`config.mk`:
```
export PLATFORM = sky130hd
export DESIGN_NAME = board_io_supervisor_flat
export DESIGN_NICKNAME = d
export VERILOG_FILES = /design/src/rtl/board_io_supervisor_if.sv /design/src/rtl/board_io_supervisor.sv /design/src/flat_wrapper.sv
export SDC_FILE = /design/constraint.sdc
export NUM_CORES = 1
export LEC_CHECK = 0
export BUFFER_PORTS_ARGS = -buffer_cell sky130_fd_sc_hd__buf_2
export CAP_MARGIN = 30
export CORE_MARGIN = 4
export CORE_UTILIZATION = 31
export DETAILED_ROUTE_END_ITERATION = 12
export PLACE_DENSITY = 0.57
export SYNTH_ARGS = -nofsm -noshare
export SYNTH_HDL_FRONTEND = slang
export SYNTH_SLANG_ARGS = --single-unit
```
`constraint.sdc`:
```
create_clock -name clk -period 6.24 [get_ports clk]
set_input_delay 0.312 -clock clk [delete_from_list [all_inputs] [get_ports clk]]
set_output_delay 0.312 -clock clk [all_outputs]
set_load 0.02 [all_outputs]
```
`src/rtl/board_io_supervisor_if.sv`:
```
// rtl/board_io_supervisor_if.sv - board pin and core-facing signals of the IO supervisor
interface board_io_supervisor_if #(
  parameter int led_count   = 8,
  parameter int state_width = 5
);
  logic                   btn_reset_raw;
  logic                   btn_mode_raw;
  logic [state_width-1:0] cont_state;
  logic                   uart_rx_line;
  logic                   uart_tx_line;
  logic                   core_rst;
  logic [1:0]             mode;
  logic [led_count-1:0]   led;

  modport master (
    output btn_reset_raw, btn_mode_raw, cont_state, uart_rx_line, uart_tx_line,
    input  core_rst, mode, led
  );

  modport slave (
    input  btn_reset_raw, btn_mode_raw, cont_state, uart_rx_line, uart_tx_line,
    output core_rst, mode, led
  );
endinterface

```
`src/rtl/board_io_supervisor.sv`:
```
// rtl/board_io_supervisor.sv - button debounce, stretched core reset, activity/heartbeat LED bank
module board_io_supervisor #(
  parameter int led_count             = 8,
  parameter int state_width           = 5,
  parameter int debounce_cycles       = 120000,
  parameter int reset_hold_cycles     = 16,
  parameter int activity_hold_cycles  = 600000,
  parameter int heartbeat_half_cycles = 6000000
) (
  input logic                 clk,
  input logic                 rst,
  board_io_supervisor_if.slave io
);
  localparam int dw = $clog2(debounce_cycles + 1);
  localparam int aw = $clog2(activity_hold_cycles + 1);
  localparam int rw = (reset_hold_cycles > 1) ? $clog2(reset_hold_cycles) : 1;
  localparam int hw = (heartbeat_half_cycles > 1) ? $clog2(heartbeat_half_cycles) : 1;

  typedef enum logic [1:0] {st_hold, st_count, st_run} rst_state_t;

  // index 0 = reset button, 1 = mode button
  logic [1:0]    btn_s1, btn_s2, btn_lvl;
  logic [dw-1:0] db_cnt [2];

  // index 0 = rx line, 1 = tx line
  logic [1:0]    uart_s1, uart_s2, uart_prev;
  logic [aw-1:0] act_cnt [2];
  logic          rx_act, tx_act;

  rst_state_t    rst_state;
  logic [rw-1:0] hold_cnt;
  logic          core_rst_q;

  logic          mode_btn_prev;
  logic [1:0]    mode_q;

  logic [hw-1:0] hb_cnt;
  logic          hb;

  logic [led_count-1:0] led_q;

  assign rx_act = (act_cnt[0] != '0);
  assign tx_act = (act_cnt[1] != '0);

  always_ff @(posedge clk) begin
    if (rst) begin
      btn_s1    <= '0;
      btn_s2    <= '0;
      btn_lvl   <= '0;
      db_cnt[0] <= '0;
      db_cnt[1] <= '0;
    end else begin
      btn_s1 <= {io.btn_mode_raw, io.btn_reset_raw};
      btn_s2 <= btn_s1;
      for (int i = 0; i < 2; i++) begin
        if (btn_s2[i] == btn_lvl[i]) begin
          db_cnt[i] <= '0;
        end else if (db_cnt[i] == dw'(debounce_cycles - 1)) begin
          btn_lvl[i] <= btn_s2[i];
          db_cnt[i]  <= '0;
        end else begin
          db_cnt[i] <= db_cnt[i] + 1'b1;
        end
      end
    end
  end

  always_ff @(posedge clk) begin
    if (rst) begin
      uart_s1    <= '1;
      uart_s2    <= '1;
      uart_prev  <= '1;
      act_cnt[0] <= '0;
      act_cnt[1] <= '0;
    end else begin
      uart_s1   <= {io.uart_tx_line, io.uart_rx_line};
      uart_s2   <= uart_s1;
      uart_prev <= uart_s2;
      for (int i = 0; i < 2; i++) begin
        // a start bit (falling edge) retriggers the hold window
        if (uart_prev[i] && !uart_s2[i]) begin
          act_cnt[i] <= aw'(activity_hold_cycles);
        end else if (act_cnt[i] != '0) begin
          act_cnt[i] <= act_cnt[i] - 1'b1;
        end
      end
    end
  end

  always_ff @(posedge clk) begin
    if (rst) begin
      rst_state  <= st_hold;
      hold_cnt   <= '0;
      core_rst_q <= 1'b1;
    end else begin
      case (rst_state)
        st_hold: begin
          if (!btn_lvl[0]) begin
            rst_state <= st_count;
            hold_cnt  <= '0;
          end
        end
        st_count: begin
          if (btn_lvl[0]) begin
            rst_state <= st_hold;
          end else if (hold_cnt == rw'(reset_hold_cycles - 1)) begin
            rst_state  <= st_run;
            core_rst_q <= 1'b0;
          end else begin
            hold_cnt <= hold_cnt + 1'b1;
          end
        end
        st_run: begin
          if (btn_lvl[0]) begin
            rst_state  <= st_hold;
            core_rst_q <= 1'b1;
          end
        end
        default: begin
          rst_state  <= st_hold;
          core_rst_q <= 1'b1;
        end
      endcase
    end
  end

  always_ff @(posedge clk) begin
    if (rst) begin
      mode_btn_prev <= 1'b0;
      mode_q        <= 2'd0;
      hb_cnt        <= '0;
      hb            <= 1'b0;
    end else begin
      mode_btn_prev <= btn_lvl[1];
      if (btn_lvl[1] && !mode_btn_prev) begin
        mode_q <= (mode_q == 2'd2) ? 2'd0 : mode_q + 2'd1;
      end
      if (hb_cnt == hw'(heartbeat_half_cycles - 1)) begin
        hb_cnt <= '0;
        hb     <= ~hb;
      end else begin
        hb_cnt <= hb_cnt + 1'b1;
      end
    end
  end

  always_ff @(posedge clk) begin
    if (rst) begin
      led_q <= '0;
    end else begin
      case (mode_q)
        2'd0:    led_q <= led_count'(io.cont_state);
        2'd1:    led_q <= led_count'({core_rst_q, tx_act, rx_act, hb});
        2'd2:    led_q <= {hb, (led_count - 1)'(io.cont_state)};
        default: led_q <= '0;
      endcase
    end
  end

  assign io.core_rst = core_rst_q;
  assign io.mode     = mode_q;
  assign io.led      = led_q;
endmodule

```
`src/flat_wrapper.sv`:
```
// flat-port wrapper written by rule: the top's interface ports become plain ports
module board_io_supervisor_flat 
#(
  parameter int led_count             = 8,
  parameter int state_width           = 5,
  parameter int debounce_cycles       = 120000,
  parameter int reset_hold_cycles     = 16,
  parameter int activity_hold_cycles  = 600000,
  parameter int heartbeat_half_cycles = 6000000
)
  (clk, rst, io_btn_reset_raw, io_btn_mode_raw, io_cont_state, io_uart_rx_line, io_uart_tx_line, io_core_rst, io_mode, io_led);
  board_io_supervisor_if #(.led_count(led_count), .state_width(state_width)) io_i ();
  input logic clk;
  input logic rst;
  input wire logic [$bits(io_i.btn_reset_raw)-1:0] io_btn_reset_raw;
  input wire logic [$bits(io_i.btn_mode_raw)-1:0] io_btn_mode_raw;
  input wire logic [$bits(io_i.cont_state)-1:0] io_cont_state;
  input wire logic [$bits(io_i.uart_rx_line)-1:0] io_uart_rx_line;
  input wire logic [$bits(io_i.uart_tx_line)-1:0] io_uart_tx_line;
  output wire logic [$bits(io_i.core_rst)-1:0] io_core_rst;
  output wire logic [$bits(io_i.mode)-1:0] io_mode;
  output wire logic [$bits(io_i.led)-1:0] io_led;
  assign io_i.btn_reset_raw = io_btn_reset_raw;
  assign io_i.btn_mode_raw = io_btn_mode_raw;
  assign io_i.cont_state = io_cont_state;
  assign io_i.uart_rx_line = io_uart_rx_line;
  assign io_i.uart_tx_line = io_uart_tx_line;
  assign io_core_rst = io_i.core_rst;
  assign io_mode = io_i.mode;
  assign io_led = io_i.led;
  board_io_supervisor #(.led_count(led_count), .state_width(state_width), .debounce_cycles(debounce_cycles), .reset_hold_cycles(reset_hold_cycles), .activity_hold_cycles(activity_hold_cycles), .heartbeat_half_cycles(heartbeat_half_cycles)) u_core (.clk(clk), .rst(rst), .io(io_i));
endmodule
```
==> results.yml <==
critical_path:
  path_class: "reg -> reg"
  worstPathMaxFanout: 13
  end_kind: "flop"
  critPathLaunch: "u_core.act_cnt[1][4]$_SDFFCE_PN0P_"
  setup.worst_path.end: "u_core.act_cnt[1][7]$_DFFE_PP_"
  regToRegSetupSlack_ns: 3.32
  r2r-start: "u_core.act_cnt[1][4]$_SDFFCE_PN0P_"
  path_depth: 5
  r2r_cells: 5
  cp_data_arrival_time_ns: 3.04
  required_ns: 6.36
  critPathMaxStageDelay_ns: 0.71
  timing.rr.end: "u_core.act_cnt[1][7]$_DFFE_PP_"
  start_kind: "flop"
  worstPathCellList: "or4_1 > nor4_2 > a31o_2 > and2_1 > a21oi_1"
  critPathBufInv: 0
  crit_family: "simple AND/OR/NAND/NOR gates"
  slowest_stage: "nor4_2"
die:
  die_y_um: 147.8
  die_w_um: 147.8
  start_util_pct: 31.96
  rows: 50
  coreArea_mm2: 0.01896
  io_pins: 22
  fp.dieArea_mm2: 0.02184
clock_network:
  h-tree-depth: 4
  cts_made_buffers: 17
  clkTransAtPathRegs_ns: 0.05
  clockRootBuffer: "clkbuf_16"
  cts_sinks: 126
  ctsResizeCount: 0
  cts_tree: "yes"
  hold_buffers: 0
  postCtsSetupBuffers: 0
  clock_path_buffers: 2
  clk_latency_ns: 0.41
power_and_ir_drop:
  p_clk_share_pct: 45.5
  p_sw_share_pct: 23.84
  p_leak_nw: 2.513
  power.share.sequential_pct: 45.7
  powerDensity_mw_per_mm2: 303.9
  p_switching_mw: 0.5151
  p_comb_share_pct: 8.8
  p_int_mw: 1.646
  peakVddDrop_uv: 186.0
timing:
  fin_crit_sh_pct: 46.73
  layout_min_cycle_time_ns: 2.916
  setup_slack_ns: 3.324
  timing.fmax_mhz: 343.0
  finalSetupTns_ns: 0
  rsz0062_at_grt: "no"
  setup_viol: 0
  finalHoldViolations: 0
  tightest_slew_ns: 0.8973
  drv_slew: 0
  max_slew_margin_pct: 39.72
  fin_skew_ns: 0.007200
place:
  place_ws_ns: 3.399
  io_buffer_count: 19
  place_congestion: 0.7837
  dpl-instance-area_mm2: 0.006513
  dpl.hpwl_mm: 7.441
hold_path:
  min_path_type: "in -> reg"
  hold_start: "io_uart_rx_line"
routing:
  drc: 0
  wl_mm: 10.98
  drtIter0Drc: 213
  num_vias: 4073
  ant_nets: 0
  wire_per_inst_um: 11.92
  vias_per_cell: 4.422
  drt_pass1_iterations: 4
logic_synthesis:
  synth.distinct_cells: 45
  synth.avg_cell_area_um2: 10.13
  syn-cell-area_mm2: 0.006058
  ys_seq_elements: 126
  synth_cells: 598
  ys_warn_count: 0
  synth_seq_area_share_pct: 53.86
finish:
  fin_area_mm2: 0.007111
  layout-drive-gt1-share_pct: 10.29
  syn_to_final_growth_pct: 17.37
  num_antenna_cells: 0
  fillers: 1912
  fin_nets: 667
grt:
  overflow: 0
  grt_start_max_net_pins: 31
  antenna_found_initial: 0
  grt_pass1_vias: 3848
  grt_pass1_wl_mm: 18.52
  grt_util_all_layers_pct: 10.52
flow_run:
  max-cap-violations: 0
status:
  status: "finished, final reports clean"
## kinds of logic (layout without fill, tap and decap cells)
kind of cell | after synthesis | count (layout) | share of synthesized area [%]
adders and majority gates | 8 | 8 | 1.652
other | 2 | 36 | 0.1240
buffers and inverters | 35 | 64 | 2.416
and+or+nand+nor | 298 | 298 | 24.66
muxes | 5 | 5 | 0.8468
xor gates and xnor gates | 88 | 88 | 12.72
DFF | 126 | 126 | 53.86
AOI/OAI and AO/OA | 36 | 36 | 3.718
## power by group through the flow
stage	combinational [mW]	sequential, mW	clock [mW]
floorplan	0.156	0.994	0
global placement	0.191	1.00	0
detailed placement	0.190	1.00	0
CTS	0.192	0.987	1.01
global route	0.218	0.996	1.04
finish	0.191	0.987	0.983
## worst min path at each step
stage               cells after the start                           end  slack [ns]
finish                                  2  u_core.uart_s1[0]$_SDFF_PP1_        0.08
global route                            2  u_core.uart_s1[0]$_SDFF_PP1_        0.07
CTS                                     2  u_core.uart_s1[0]$_SDFF_PP1_        0.06
detailed placement                      1  u_core.uart_s2[1]$_SDFF_PP1_        0.39
global placement                        1  u_core.uart_s2[0]$_SDFF_PP1_        0.39
floorplan                               1  u_core.uart_s2[0]$_SDFF_PP1_        0.39
## registers in the layout, indices dropped and copies added (netlist names), 4 cells and up
name	cells
u_core.act_cnt	40
u_core.db_cnt	34
u_core.hb_cnt	23
u_core.io.led	6
u_core.hold_cnt	4
## layout make-up
cell class / count / area, um2 / share of cell area, %
sequential: 126 / 3263 / 45.89
multi-input combinational: 471 / 2776 / 39.05
clock buffer: 23 / 520.5 / 7.320
tap: 260 / 325.3 / 4.575
timing repair buffer: 20 / 102.6 / 1.443
clock inverter: 9 / 77.57 / 1.091
inverter: 12 / 45.04 / 0.6335
## cells in the final DEF, fill, tap and decap left out, types with 5 or more instances in the layout
cell,n
a21oi_1,20
buf_2,19
clkbuf_16,19
conb_1,36
dfxtp_1,52
edfxtp_1,74
ha_1,8
inv_1,12
nand2_1,34
nand3_1,24
nand3b_1,7
nand4_1,17
nand4b_1,5
nor2_1,119
nor2b_1,12
nor3_1,21
nor4_1,11
o21ai_0,7
or2_2,10
or3_1,9
xnor2_1,42
xor2_1,46
## metrics by stage
step	util, %	power, mW	cells	hold slack (ns)
3_3_place_gp	34.36	1.193	889	0.3931
6_report	37.51	2.161	921	0.08190
4_1_cts	37.51	2.186	921	0.06297
3_5_place_dp	34.36	1.194	889	0.3947
5_1_grt	37.51	2.258	921	0.06897
2_1_floorplan	-	1.150	632	0.3895
## synth_stat cells (all sizes together)
cell,count,area (um2)
or4,6,52.55
nor3b,4,30.03
o31ai,1,7.510
nor4b,1,8.760
or4b,3,30.03
conb,2,7.510
nand3,24,120.1
nand2b,4,25.02
ha,8,100.1
edfxtp,74,2222
dfxtp,52,1041
nor2b,12,75.07
a311o,1,10.01
mux2i,4,40.04
nor4bb,1,10.01
nand3b,7,52.55
a31oi,3,18.77
or3,10,63.81
and2,3,18.77
o41ai,2,36.29
xor2,46,402.9
nor2,119,446.7
a21oi,21,108.9
xnor2,42,367.9
inv,12,45.04
nor4,12,81.33
nor3,21,105.1
nand2,34,127.6
o21ai,7,35.03
nand4,17,106.4
and3,4,25.02
nand4b,5,43.79
a31o,1,8.760
buf,7,41.28
clkbuf,16,60.06
and4,1,8.760
or2,10,62.56
mux2,1,11.26
## layer usage
metal,track usage (%),share of wire [%],up-vias
li1,-,-,2147
met1,14.28,51,1864
met2,15.71,44,50
met3,3.801,4.4,12
met4,3.262,0.98,0
met5,0,0,-
No activity file was read; power rests on OpenSTA's default activity.
